`src/rtl/mem_stage_pkg.sv`:
```
// Shared constants and types for the MEM pipeline stage: funct3 size codes,
// control-bit positions inside CRT_MEM/CRT_WB, and the access FSM states.
package mem_stage_pkg;

  localparam logic [2:0] F3_B  = 3'b000;
  localparam logic [2:0] F3_H  = 3'b001;
  localparam logic [2:0] F3_W  = 3'b010;
  localparam logic [2:0] F3_BU = 3'b100;
  localparam logic [2:0] F3_HU = 3'b101;

  localparam int MEM_READ_BIT  = 0;
  localparam int MEM_WRITE_BIT = 1;
  localparam int BRANCH_BIT    = 2;
  localparam int REGWRITE_BIT  = 0;
  localparam int MEMTOREG_BIT  = 1;

  typedef enum logic {
    IDLE,
    WAIT_ACK
  } state_t;

endpackage

```
`src/rtl/mem_stage_if.sv`:
```
// Data-memory req/ack bus. The stage is the master; the memory answers with
// dmem_ack, and for loads dmem_rdata is valid in the same cycle as the ack.
interface mem_stage_if;
  logic        dmem_req;
  logic        dmem_we;
  logic [31:0] dmem_addr;
  logic [31:0] dmem_wdata;
  logic [3:0]  dmem_be;
  logic        dmem_ack;
  logic [31:0] dmem_rdata;

  modport master (
    output dmem_req, dmem_we, dmem_addr, dmem_wdata, dmem_be,
    input  dmem_ack, dmem_rdata
  );

  modport slave (
    input  dmem_req, dmem_we, dmem_addr, dmem_wdata, dmem_be,
    output dmem_ack, dmem_rdata
  );
endinterface

```
`src/rtl/mem_align_unit.sv`:
```
// Byte-lane logic: store enable/replication, misalign/illegal detection for a
// new request, and extraction/extension of the returned load word.
module mem_align_unit
  import mem_stage_pkg::*;
(
  input  logic [2:0]  req_funct3,
  input  logic [1:0]  req_addr_lo,
  input  logic        req_is_store,
  input  logic [31:0] store_data,
  output logic [3:0]  store_be,
  output logic [31:0] store_wdata,
  output logic        access_err,
  input  logic [2:0]  ld_funct3,
  input  logic [1:0]  ld_addr_lo,
  input  logic [31:0] ld_word,
  output logic [31:0] ld_data
);

  logic        illegal;
  logic        misaligned;
  logic [7:0]  ld_byte;
  logic [15:0] ld_half;

  always_comb begin
    store_be    = 4'b0000;
    store_wdata = store_data;
    illegal     = 1'b1;
    misaligned  = 1'b0;
    case (req_funct3)
      F3_B: begin
        store_be    = 4'b0001 << req_addr_lo;
        store_wdata = {4{store_data[7:0]}};
        illegal     = 1'b0;
      end
      F3_H: begin
        store_be    = 4'b0011 << {req_addr_lo[1], 1'b0};
        store_wdata = {2{store_data[15:0]}};
        illegal     = 1'b0;
        misaligned  = req_addr_lo[0];
      end
      F3_W: begin
        store_be    = 4'b1111;
        illegal     = 1'b0;
        misaligned  = |req_addr_lo;
      end
      // Unsigned sizes exist only for loads
      F3_BU: illegal = req_is_store;
      F3_HU: begin
        illegal    = req_is_store;
        misaligned = req_addr_lo[0];
      end
      default: illegal = 1'b1;
    endcase
    access_err = illegal | misaligned;
  end

  assign ld_byte = ld_word[{ld_addr_lo, 3'b000} +: 8];
  assign ld_half = ld_word[{ld_addr_lo[1], 4'b0000} +: 16];

  always_comb begin
    ld_data = 32'h0;
    case (ld_funct3)
      F3_B:    ld_data = {{24{ld_byte[7]}}, ld_byte};
      F3_H:    ld_data = {{16{ld_half[15]}}, ld_half};
      F3_W:    ld_data = ld_word;
      F3_BU:   ld_data = {24'h0, ld_byte};
      F3_HU:   ld_data = {16'h0, ld_half};
      default: ld_data = 32'h0;
    endcase
  end

endmodule

```
`src/rtl/mem_stage.sv`:
```
// Pipeline MEM stage: issues one data-memory access at a time over the req/ack
// bus, back-pressures EXE while it waits, and loads the MEM/WB register.
module mem_stage
  import mem_stage_pkg::*;
#(
  parameter int unsigned TIMEOUT = 16
) (
  input  logic        clk,
  input  logic        rst_n,
  input  logic        valid_in,
  output logic        in_ready,
  input  logic [2:0]  crt_mem_in,
  input  logic [1:0]  crt_wb_in,
  input  logic [31:0] alu_result_in,
  input  logic [31:0] dato_b_in,
  input  logic [4:0]  rd_in,
  input  logic [2:0]  funct3_in,
  input  logic        zero_in,
  input  logic [31:0] pc_branch_in,
  output logic        pc_src_out,
  output logic [31:0] pc_branch_out,
  mem_stage_if.master dmem,
  output logic        wb_valid,
  output logic [1:0]  crt_wb_out,
  output logic [31:0] mem_data_out,
  output logic [31:0] alu_result_out,
  output logic [4:0]  rd_out,
  output logic        mem_err
);

  localparam logic [7:0] CNT_LAST = 8'(TIMEOUT - 1);

  state_t      state_reg, state_next;
  logic [7:0]  cnt_reg, cnt_next;
  logic        cap_is_load_reg;
  logic [1:0]  cap_crt_wb_reg;
  logic [4:0]  cap_rd_reg;
  logic [2:0]  cap_funct3_reg;
  logic [1:0]  cap_addr_lo_reg;
  logic [31:0] cap_alu_reg;

  logic        accept, is_store, is_load, mem_op;
  logic        issue, direct_wb, direct_err, finish_ok, finish_to;
  logic [3:0]  store_be;
  logic [31:0] store_wdata, ld_data;
  logic        access_err;

  assign in_ready      = (state_reg == IDLE);
  assign accept        = valid_in & in_ready;
  assign is_store      = crt_mem_in[MEM_WRITE_BIT];
  assign is_load       = crt_mem_in[MEM_READ_BIT] & ~is_store;
  assign mem_op        = is_store | is_load;
  assign pc_src_out    = accept & crt_mem_in[BRANCH_BIT] & zero_in;
  assign pc_branch_out = pc_branch_in;

  mem_align_unit u_align (
    .req_funct3  (funct3_in),
    .req_addr_lo (alu_result_in[1:0]),
    .req_is_store(is_store),
    .store_data  (dato_b_in),
    .store_be    (store_be),
    .store_wdata (store_wdata),
    .access_err  (access_err),
    .ld_funct3   (cap_funct3_reg),
    .ld_addr_lo  (cap_addr_lo_reg),
    .ld_word     (dmem.dmem_rdata),
    .ld_data     (ld_data)
  );

  always_comb begin
    state_next = state_reg;
    cnt_next   = cnt_reg;
    issue      = 1'b0;
    direct_wb  = 1'b0;
    direct_err = 1'b0;
    finish_ok  = 1'b0;
    finish_to  = 1'b0;
    case (state_reg)
      IDLE: begin
        if (accept) begin
          if (mem_op && !access_err) begin
            issue      = 1'b1;
            cnt_next   = 8'd0;
            state_next = WAIT_ACK;
          end else begin
            direct_wb  = 1'b1;
            direct_err = mem_op;
          end
        end
      end
      WAIT_ACK: begin
        // An ack in the final counted cycle still completes normally
        if (dmem.dmem_ack) begin
          finish_ok  = 1'b1;
          state_next = IDLE;
        end else if (cnt_reg == CNT_LAST) begin
          finish_to  = 1'b1;
          state_next = IDLE;
        end else begin
          cnt_next = cnt_reg + 8'd1;
        end
      end
      default: state_next = IDLE;
    endcase
  end

  always_ff @(posedge clk or negedge rst_n) begin
    if (!rst_n) begin
      state_reg       <= IDLE;
      cnt_reg         <= 8'd0;
      cap_is_load_reg <= 1'b0;
      cap_crt_wb_reg  <= 2'b00;
      cap_rd_reg      <= 5'd0;
      cap_funct3_reg  <= 3'b000;
      cap_addr_lo_reg <= 2'b00;
      cap_alu_reg     <= 32'h0;
      dmem.dmem_req   <= 1'b0;
      dmem.dmem_we    <= 1'b0;
      dmem.dmem_addr  <= 32'h0;
      dmem.dmem_wdata <= 32'h0;
      dmem.dmem_be    <= 4'b0000;
      wb_valid        <= 1'b0;
      mem_err         <= 1'b0;
      crt_wb_out      <= 2'b00;
      mem_data_out    <= 32'h0;
      alu_result_out  <= 32'h0;
      rd_out          <= 5'd0;
    end else begin
      state_reg <= state_next;
      cnt_reg   <= cnt_next;
      wb_valid  <= direct_wb | finish_ok | finish_to;
      mem_err   <= direct_err | finish_to;

      if (issue) begin
        cap_is_load_reg <= is_load;
        cap_crt_wb_reg  <= crt_wb_in;
        cap_rd_reg      <= rd_in;
        cap_funct3_reg  <= funct3_in;
        cap_addr_lo_reg <= alu_result_in[1:0];
        cap_alu_reg     <= alu_result_in;
        dmem.dmem_req   <= 1'b1;
        dmem.dmem_we    <= is_store;
        dmem.dmem_addr  <= {alu_result_in[31:2], 2'b00};
        dmem.dmem_wdata <= store_wdata;
        dmem.dmem_be    <= store_be;
      end else if (finish_ok || finish_to) begin
        dmem.dmem_req <= 1'b0;
      end

      if (direct_wb) begin
        crt_wb_out     <= {crt_wb_in[MEMTOREG_BIT], crt_wb_in[REGWRITE_BIT] & ~direct_err};
        mem_data_out   <= 32'h0;
        alu_result_out <= alu_result_in;
        rd_out         <= rd_in;
      end else if (finish_ok || finish_to) begin
        crt_wb_out     <= {cap_crt_wb_reg[MEMTOREG_BIT], cap_crt_wb_reg[REGWRITE_BIT] & ~finish_to};
        mem_data_out   <= (finish_ok && cap_is_load_reg) ? ld_data : 32'h0;
        alu_result_out <= cap_alu_reg;
        rd_out         <= cap_rd_reg;
      end
    end
  end

endmodule
```
`src/flat_wrapper.sv`:
```
// flat-port wrapper written by rule: the top's interface ports become plain ports
module mem_stage_flat import mem_stage_pkg::*;
#(
  parameter int unsigned TIMEOUT = 16
)
  (clk, rst_n, valid_in, in_ready, crt_mem_in, crt_wb_in, alu_result_in, dato_b_in, rd_in, funct3_in, zero_in, pc_branch_in, pc_src_out, pc_branch_out, wb_valid, crt_wb_out, mem_data_out, alu_result_out, rd_out, mem_err, dmem_dmem_req, dmem_dmem_we, dmem_dmem_addr, dmem_dmem_wdata, dmem_dmem_be, dmem_dmem_ack, dmem_dmem_rdata);
  mem_stage_if dmem_i ();
  input  logic clk;
  input  logic rst_n;
  input  logic valid_in;
  output logic in_ready;
  input  logic [2:0] crt_mem_in;
  input  logic [1:0] crt_wb_in;
  input  logic [31:0] alu_result_in;
  input  logic [31:0] dato_b_in;
  input  logic [4:0] rd_in;
  input  logic [2:0] funct3_in;
  input  logic zero_in;
  input  logic [31:0] pc_branch_in;
  output logic pc_src_out;
  output logic [31:0] pc_branch_out;
  output logic wb_valid;
  output logic [1:0] crt_wb_out;
  output logic [31:0] mem_data_out;
  output logic [31:0] alu_result_out;
  output logic [4:0] rd_out;
  output logic mem_err;
  output wire logic [$bits(dmem_i.dmem_req)-1:0] dmem_dmem_req;
  output wire logic [$bits(dmem_i.dmem_we)-1:0] dmem_dmem_we;
  output wire logic [$bits(dmem_i.dmem_addr)-1:0] dmem_dmem_addr;
  output wire logic [$bits(dmem_i.dmem_wdata)-1:0] dmem_dmem_wdata;
  output wire logic [$bits(dmem_i.dmem_be)-1:0] dmem_dmem_be;
  input wire logic [$bits(dmem_i.dmem_ack)-1:0] dmem_dmem_ack;
  input wire logic [$bits(dmem_i.dmem_rdata)-1:0] dmem_dmem_rdata;
  assign dmem_dmem_req = dmem_i.dmem_req;
  assign dmem_dmem_we = dmem_i.dmem_we;
  assign dmem_dmem_addr = dmem_i.dmem_addr;
  assign dmem_dmem_wdata = dmem_i.dmem_wdata;
  assign dmem_dmem_be = dmem_i.dmem_be;
  assign dmem_i.dmem_ack = dmem_dmem_ack;
  assign dmem_i.dmem_rdata = dmem_dmem_rdata;
  mem_stage #(.TIMEOUT(TIMEOUT)) u_core (.clk(clk), .rst_n(rst_n), .valid_in(valid_in), .in_ready(in_ready), .crt_mem_in(crt_mem_in), .crt_wb_in(crt_wb_in), .alu_result_in(alu_result_in), .dato_b_in(dato_b_in), .rd_in(rd_in), .funct3_in(funct3_in), .zero_in(zero_in), .pc_branch_in(pc_branch_in), .pc_src_out(pc_src_out), .pc_branch_out(pc_branch_out), .dmem(dmem_i), .wb_valid(wb_valid), .crt_wb_out(crt_wb_out), .mem_data_out(mem_data_out), .alu_result_out(alu_result_out), .rd_out(rd_out), .mem_err(mem_err));
endmodule
```
`config.mk`:
```
export PLATFORM = sky130hd
export DESIGN_NAME = mem_stage_flat
export DESIGN_NICKNAME = d
export VERILOG_FILES = /design/src/rtl/mem_stage_pkg.sv /design/src/rtl/mem_stage_if.sv /design/src/rtl/mem_align_unit.sv /design/src/rtl/mem_stage.sv /design/src/flat_wrapper.sv
export SDC_FILE = /design/constraint.sdc
export NUM_CORES = 1
export LEC_CHECK = 0
export ABC_AREA = 1
export CAP_MARGIN = 10
export CELL_PAD_IN_SITES_DETAIL_PLACEMENT = 0
export CELL_PAD_IN_SITES_GLOBAL_PLACEMENT = 2
export CORE_ASPECT_RATIO = 1.5
export CORE_MARGIN = 2
export CORE_UTILIZATION = 25
export DETAILED_ROUTE_END_ITERATION = 8
export PLACE_DENSITY_LB_ADDON = 0.1
export SKIP_LAST_GASP = 1
export SYNTH_ARGS = -nofsm -noshare
export SYNTH_HDL_FRONTEND = slang
export SYNTH_SLANG_ARGS = --single-unit
export TNS_END_PERCENT = 20
```
`constraint.sdc`:
```
create_clock -name clk -period 4.05 [get_ports clk]
set_clock_uncertainty 0.15 [all_clocks]
set_input_delay 1.215 -clock clk [delete_from_list [all_inputs] [get_ports clk]]
set_output_delay 1.215 -clock clk [all_outputs]
set_load 0.005 [all_outputs]
```
== Word level (Yosys, flattened, before mapping) ==
Cells that the tools add are included.

* Bits in latches: 0
* Bits in registers: 195
* Output and inout port bits: 177
* Word-level logic and storage cells: 103
* Memories kept: 0
* Bits of input ports: 146
* Memory bits (read-only): 0
* RAM bits: 0

* Multipliers: 0
* Order comparisons: 0
* Eq/ne operators: 13
* Multiplexer cells: 38
* Bitwise gates (word level): 15
* Add/sub/neg operators: 1
* Shift-type cells: 4
* Reduce and logical (&&, ||, !) cells: 13
* Div/mod/pow operators: 0

{| class="wikitable"
|+ Operator list
! kind !! number
|-
| $mux W32 || 5
|-
| $pmux W32 S5 || 1
|-
| $pmux W32 S2 || 1
|-
| $mux W8 || 4
|-
| $shiftx A32 B6 Y16 || 1
|-
| $shiftx A32 B6 Y8 || 1
|-
| $mux W1 || 18
|-
| $pmux W8 S2 || 1
|-
| $eq A3 B3 Y1 const B || 4
|-
| $pmux W4 S3 || 1
|-
| $mux W5 || 2
|-
| $add A8 B1 Y8 const B || 1
|-
| $eq A8 B4 Y1 const B || 1
|-
| $ne A2 B2 Y1 const B || 4
|-
| $and A1 B1 Y1 || 6
|-
| $eq A3 B1 Y1 const B || 2
|-
| $eq A3 B2 Y1 const B || 2
|-
| $logic_not A3 Y1 || 2
|-
| $pmux W1 S2 || 3
|-
| $reduce_or A2 Y1 || 3
|-
| $or A1 B1 Y1 || 5
|-
| $mux W2 || 2
|-
| $not A1 Y1 || 4
|-
| $reduce_and A4 Y1 || 1
|-
| other kinds (7) || 9
|}

== Depth between registers and ports, before layout ==
Gate-level depths: netlist (run 1).

* Depth in word-level cells: 12
* Gate-level depth with buffers: 11
* Mapped depth without buffers: 9

== By module ==
Synthesis (run 1) repeated with hierarchy kept, for this count alone.

* Cells, all modules: 1124
* Area total of the unflattened synthesis: 8560.7 um^2

{| class="wikitable"
|+ By module, submodules not included
! module !! times used !! area an instance (um^2) !! cells each !! seq. area each (um^2)
|-
| mem_stage || 1 || 7262.0 || 867 || 4078.9
|-
| mem_align_unit || 1 || 1298.7 || 257 || 0.0
|}

== Worst setup path before layout (run 1) ==
OpenSTA, ideal clock, no wires.

* Path type: input -> output
* From: in valid_in
* To: out pc_src_out
* Stages: 2
* Data arrival time: 1385 ps
* Required time: 2685 ps
* Path slack: 1300 ps
* Path buffers: 0
* Cell sequence: nand2_1 -> nor2_1

* Cells in the longest elaborated chain, start to end: 3

{| class="wikitable"
|+ RTL lines
! what !! RTL line !! RTL
|-
| start, declared || flat_wrapper.sv:10 || <nowiki>input logic valid_in;</nowiki>
|-
| $and A1 B1 Y1 || mem_stage.sv:49 || <nowiki>assign accept = valid_in & in_ready;</nowiki>
|-
| $and A1 B1 Y1 (2 in series) || mem_stage.sv:53 || <nowiki>assign pc_src_out = accept & crt_mem_in[BRANCH_BIT] & zero_in;</nowiki>
|-
| end, declared || flat_wrapper.sv:20 || <nowiki>output logic pc_src_out;</nowiki>
|}

Every way passes these cells.

== Worst setup path in the final report (run 1) ==
Ends and elaborated chain as after synthesis.

==> results.sh, run 1 <==
export IMPL_htreeDepth=4
export IMPL_dp_slack_ps=348
export IMPL_min_period_ps=3710
export IMPL_ys_warnings_count=0
export IMPL_hold_buffers=0
export IMPL_layout_commonest_cell="nand2_1"
export IMPL_setup_viol=0
export IMPL_final_cell_mix="nand2_1, clkdlybuf4s50_1, nand3_1, dfrtp_1, o21ai_0"
export IMPL_diodes=0
export IMPL_path_cells="clkdlybuf4s50_1, nand2_1, nor2_1, clkdlybuf4s50_1"
export IMPL_synth_avg_cell_area_um2=7.80
export IMPL_antenna_found_initial=0
export IMPL_finalWorstSetupSlack_ps=344
export IMPL_path_clk_slew_ps=60
export IMPL_globalRouteTotalUtil_pct=18.5
export IMPL_die_h_um=223
export IMPL_area_growth_pct=41.6
export IMPL_gp_congestion=0.773
export IMPL_ys_ff_latch=163
export IMPL_grt_pass1_wl_um=47000
export IMPL_drt_iter0_markers=338
export IMPL_synth_cell_type_count=33
export IMPL_slowest_stage="clkdlybuf4s50_1"
export IMPL_cpPeakStageDelay_ps=500
export IMPL_cts_root_buf="clkbuf_16"
export IMPL_grt_max_degree=61
export IMPL_status="finished clean"
export IMPL_path_buf_inv=2
export IMPL_ant_nets=0
export IMPL_cp_top_family="buffers and inverters"
export IMPL_rsz0062_at_grt="no"
export IMPL_post_route_util_pct=35.8
export IMPL_fin_crit_sh_pct=91.5
export IMPL_cpMostUsedCell="clkdlybuf4s50_1"
export IMPL_worstHoldPathType="reg -> reg"
export IMPL_hold_viol_final=0
export IMPL_whs_ps=328
export IMPL_ys_flop_type="dfrtp_1"
export IMPL_report_final_slew_viol_count=0
export IMPL_rows=80
export IMPL_peakVddDrop_mv=0.309
export IMPL_worst_pin_slew_ps=610
export IMPL_drtPass1Iterations=5
export IMPL_cts_repair_resized=0
export IMPL_portBuffers=256
export IMPL_routed_wl_um=30500
export IMPL_end_kind="output pin"
export IMPL_cts_max_path_buffers=2
export IMPL_cap_violations=0
export IMPL_rrSetupSlack_ps=1770
export IMPL_cts_sinks=163
export IMPL_postCtsSetupBuffers=0
export IMPL_relSlewSlack_pct=59.3
export IMPL_insertion_delay_ps=440
export IMPL_cts_tree="done"
export IMPL_critPathRequiredTime_ps=2680
export IMPL_fin_tns_setup_ps=0
export IMPL_synthCells=1028
export IMPL_via_count=7555
export IMPL_path_max_fanout=3
export IMPL_viasPerCell=4.56
export IMPL_ys_seq_area_share_pct=50.9
export IMPL_cts_inserted_buffers=17
export IMPL_drc=0
export IMPL_p_leak_nw=5.40
export IMPL_core_area_um2=31700
export IMPL_grt_pass1_vias=7858
export IMPL_post_dp_hpwl_um=20900
export IMPL_powerDensity_nw_per_um2=509
export IMPL_overflow=0
export IMPL_synth_area_um2=8020
export IMPL_crit_type="in -> out"
export IMPL_synth_edf_count=0
export IMPL_drive_gt1_share_pct=5.70
export IMPL_async_flop_share_pct=100
export IMPL_die_w_um=150
export IMPL_wl_per_cell_um=18.4
export IMPL_die_area_um2=33600
export IMPL_fmax_mhz=270
export IMPL_fillCellCount=3341
export IMPL_startpoint_type="input pin"
export IMPL_nets=1381
export IMPL_crit_arrival_ps=2340
export IMPL_start_util_pct=25.3
export IMPL_ios=323
==> per-stage QoR <==
| step | cells | instance area [um2] | total power (W) |
|---|---|---|---|
| 6_report | 1656 | 11400 | 0.00578 |
| 5_1_grt | 1656 | 11400 | 0.00618 |
| 4_1_cts | 1656 | 11400 | 0.00591 |
| 3_5_place_dp | 1625 | 10800 | 0.00422 |
| 3_3_place_gp | 1625 | 10800 | 0.00422 |
| 2_1_floorplan | 1029 | 8030 | 0.00303 |
==> worst reg2reg max path, cell delays in order, from the launching register on <==
cell and delay [ps]:
dfrtp_1 500, inv_2 290, nand2_1 90, nand2_1 120, nand2_1 60, nand2_1 90, nand3_2 450, nand3_1 320
nand2_1 90, nand2_1 60
==> synthesized netlist by cell type (all sizes together) (2+ instances only) <==
master | n | area share (%)
o21ai | 45 | 2.8
inv | 32 | 1.5
o221ai | 2 | 0.22
or2 | 4 | 0.31
nand2 | 444 | 21
nor3 | 4 | 0.39
dfrtp | 163 | 51
xor2 | 4 | 0.44
nand3 | 187 | 12
clkbuf | 7 | 0.33
a21oi | 11 | 0.69
buf | 84 | 6.6
mux2i | 8 | 1.0
o211ai | 4 | 0.37
nor2 | 20 | 1.0
==> layer usage <==
layer  track usage [%]  share of wire, %
met1              21.4                40
met2              32.7                51
met3              5.26               6.2
met4              6.00               1.9
met5                 0                 0
==> power by group <==
| part | switching (W) | internal [W] | leakage, nW | total (W) |
|---|---|---|---|---|
| combinational | 0.000886 | 0.000987 | 3.05 | 0.00187 |
| clock | 0.000709 | 0.000920 | 0.266 | 0.00163 |
| sequential | 0.000267 | 0.00201 | 2.08 | 0.00228 |
==> cell families after synthesis <==
family | share of synthesized area (%)
multiplexers | 0.998
XOR/XNOR | 0.546
other | 0.0467
flip-flops | 50.9
AND/OR/NAND/NOR | 34.7
buffers and inverters | 8.42
adder cells (fa/ha/maj) | 0.156
AO/OA/AOI/OAI | 4.27
==> final timing paths <==
| check | from | endpoint | cells past startpoint |
|---|---|---|---|
| max | valid_in | pc_src_out | 4 |
| min | u_core.dmem.dmem_wdata[7] | u_core.dmem.dmem_wdata[7] | 2 |
| max reg2reg | u_core.cap_alu_reg[1] | u_core.mem_data_out[26] | 9 |
| min reg2reg | u_core.dmem.dmem_wdata[7] | u_core.dmem.dmem_wdata[7] | 2 |
| max in group asynchronous | rst_n | u_core.alu_result_out[4] | 2 |
| min in group asynchronous | rst_n | u_core.mem_data_out[16] | 1 |
==> final cells by class <==
class | instances | area [um2] | area share, %
clock buffer | 22 | 454 | 4.00
timing repair buffer | 277 | 2800 | 24.6
clock inverter | 9 | 106 | 0.937
sequential | 163 | 4080 | 35.9
tap | 410 | 513 | 4.52
inverter | 32 | 120 | 1.06
multi-input combinational | 743 | 3290 | 28.9
Note: power is estimated with default switching activity, not from simulation.
==> run 2, diff against run 1 <==
Settings changed: GPL_TIMING_DRIVEN set to 0.
Clock period 4.05 ns to 4.4 ns, I/O delays scaled along.
==> run 2 against run 1 <==
Net effect:
- final cell count rose by 6.3%
- first-iteration DRC count shrank 0.30%
- register-to-register slack improved by 560 ps
- flip-flop and latch count unchanged
- critical path depth is the same
- cell area up 6.1%
- utilization up 2.2 points
- hold slack improved by 2.1 ps
- critical endpoint unchanged
==> results.sh, run 2 (synthesized netlist as in run 1, its figures left out) <==
export IMPL_status="finished clean"
export IMPL_worst_r2r_path_depth=9
export IMPL_hold_viol_final=0
export IMPL_area_growth_pct=50.2
export IMPL_grt_max_degree=84
export IMPL_core_area_um2=31700
export IMPL_seq_area_um2=4080
export IMPL_min_period_ps=4010
export IMPL_powerDensity_nw_per_um2=452
export IMPL_routed_wl_um=31700
export IMPL_cts_inserted_buffers=17
export IMPL_relSlewSlack_pct=52.9
export IMPL_critPathCapture="pc_src_out"
export IMPL_layout_commonest_cell="nand2_1"
export IMPL_wl_per_cell_um=18.0
export IMPL_portBuffers=288
export IMPL_fillCellCount=3413
export IMPL_rows=80
export IMPL_drc=0
export IMPL_start_util_pct=25.3
export IMPL_viasPerCell=4.46
export IMPL_stdcell_count=1761
export IMPL_setup_viol=0
export IMPL_globalRouteTotalUtil_pct=19.2
export IMPL_worstHoldPathType="reg -> reg"
export IMPL_crit_type="in -> out"
export IMPL_drtPass1Iterations=4
export IMPL_peakVddDrop_mv=0.272
export IMPL_drive_gt1_share_pct=9.93
export IMPL_fmax_mhz=249
export IMPL_placed_cells=1728
export IMPL_p_leak_nw=5.79
export IMPL_cts_max_path_buffers=2
export IMPL_worst_pin_slew_ps=706
export IMPL_drt_iter0_markers=337
export IMPL_reg2reg_to="u_core.rd_out[2]"
export IMPL_gp_congestion=0.812
export IMPL_cap_violations=0
export IMPL_crit_arrival_ps=2540
export IMPL_r2r_start="u_core.cnt_reg[0]"
export IMPL_cts_repair_resized=0
export IMPL_overflow=0
export IMPL_post_dp_hpwl_um=23700
export IMPL_multi_input_area_um2=3270
export IMPL_htreeDepth=4
export IMPL_ant_nets=0
export IMPL_via_count=7850
export IMPL_path_clk_slew_ps=60
export IMPL_power_w=0.00545
export IMPL_grt_pass1_wl_um=48400
export IMPL_report_final_slew_viol_count=0
export IMPL_insertion_delay_ps=450
export IMPL_fin_crit_sh_pct=91.2
export IMPL_antenna_found_initial=1
export IMPL_rsz0062_at_grt="no"
export IMPL_die_h_um=223
export IMPL_critPathRequiredTime_ps=2930
export IMPL_startpoint="valid_in"
export IMPL_grt_pass1_vias=8152
export IMPL_postCtsSetupBuffers=0
export IMPL_fin_tns_setup_ps=0
export IMPL_die_w_um=150
export IMPL_ios=323
export IMPL_startpoint_type="input pin"
export IMPL_cts_tree="done"
export IMPL_path_max_fanout=3
export IMPL_cts_sinks=163
export IMPL_nets=1484
export IMPL_final_cell_mix="nand2_1, clkdlybuf4s50_1, nand3_1, dfrtp_1, buf_2"
export IMPL_die_area_um2=33600
export IMPL_rrSetupSlack_ps=2330
export IMPL_end_kind="output pin"
export IMPL_cts_root_buf="clkbuf_16"
export IMPL_hold_buffers=0
==> run 2: cell types whose count changed in the layout (fill, tap and decap cells not counted), moves of 4 or more <==
cell and change:
buf_2 +42, clkdlybuf4s50_1 +32, buf_4 +22, buf_12 -6
clkbuf_1 +4, clkinv_4 +4
==> run 2: where the power goes <==
part / leakage (nW) / internal (W) / switching (W) / total, W
Clock: 0.290 / 0.000862 / 0.000704 / 0.00157
Combinational: 3.42 / 0.000960 / 0.000841 / 0.00180
Sequential: 2.08 / 0.00185 / 0.000232 / 0.00208
Total: 5.79 / 0.00367 / 0.00178 / 0.00545
==> run 2: stage by stage <==
step           instance area, um2  hold WS [ps]  util (%)  setup slack, ps
2_1_floorplan                8030           299         -             1440
3_3_place_gp                11400           312      36.0            -5850
3_5_place_dp                11500           314      36.1              352
4_1_cts                     12000           333      38.0              349
5_1_grt                     12000           362      38.0              305
6_report                    12000           330      38.0              385
==> run 2: cell type report <==
class	instances	area share, %
multi-input cells	743	27.1
repair buffers	289	24.2
diodes	1	0.0208
well taps	410	4.26
inverters	32	0.997
clock buffers	19	3.68
flip-flops and latches	163	33.9
plain buffers	91	4.61
clock inverters	13	1.25
==> run 2: layer usage <==
| metal | vias up | track usage (%) | share of wire [%] |
|---|---|---|---|
| li1 | 3903 | - | - |
| met1 | 3686 | 22.7 | 40 |
| met2 | 231 | 33.6 | 52 |
| met3 | 30 | 5.11 | 6.2 |
| met4 | 0 | 6.00 | 1.9 |
| met5 | - | 0 | 0 |
==> run 2: critical path: stages <==
cell and delay, ps:
clkdlybuf4s50_1 450, nand2_1 140, nor2_1 120, clkdlybuf4s50_1 510
==> run 2: worst min-delay path by stage <==
stage,startpoint,cells after the start,to
6_report,u_core.cap_crt_wb_reg[1],2,u_core.cap_crt_wb_reg[1]
5_1_grt,u_core.dmem.dmem_wdata[23],2,u_core.dmem.dmem_wdata[23]
4_1_cts,u_core.cap_rd_reg[3],2,u_core.cap_rd_reg[3]
3_5_place_dp,u_core.dmem.dmem_wdata[2],2,u_core.dmem.dmem_wdata[2]
3_3_place_gp,u_core.dmem.dmem_req,2,u_core.dmem.dmem_req
2_1_floorplan,u_core.cap_crt_wb_reg[1],2,u_core.cap_crt_wb_reg[1]
==> run 3, diff against run 2 <==
Settings changed: TNS_END_PERCENT 20 to not set.
==> results of run 3 <==
No change in the layout: final DEF, timing and power equal those of run 2.
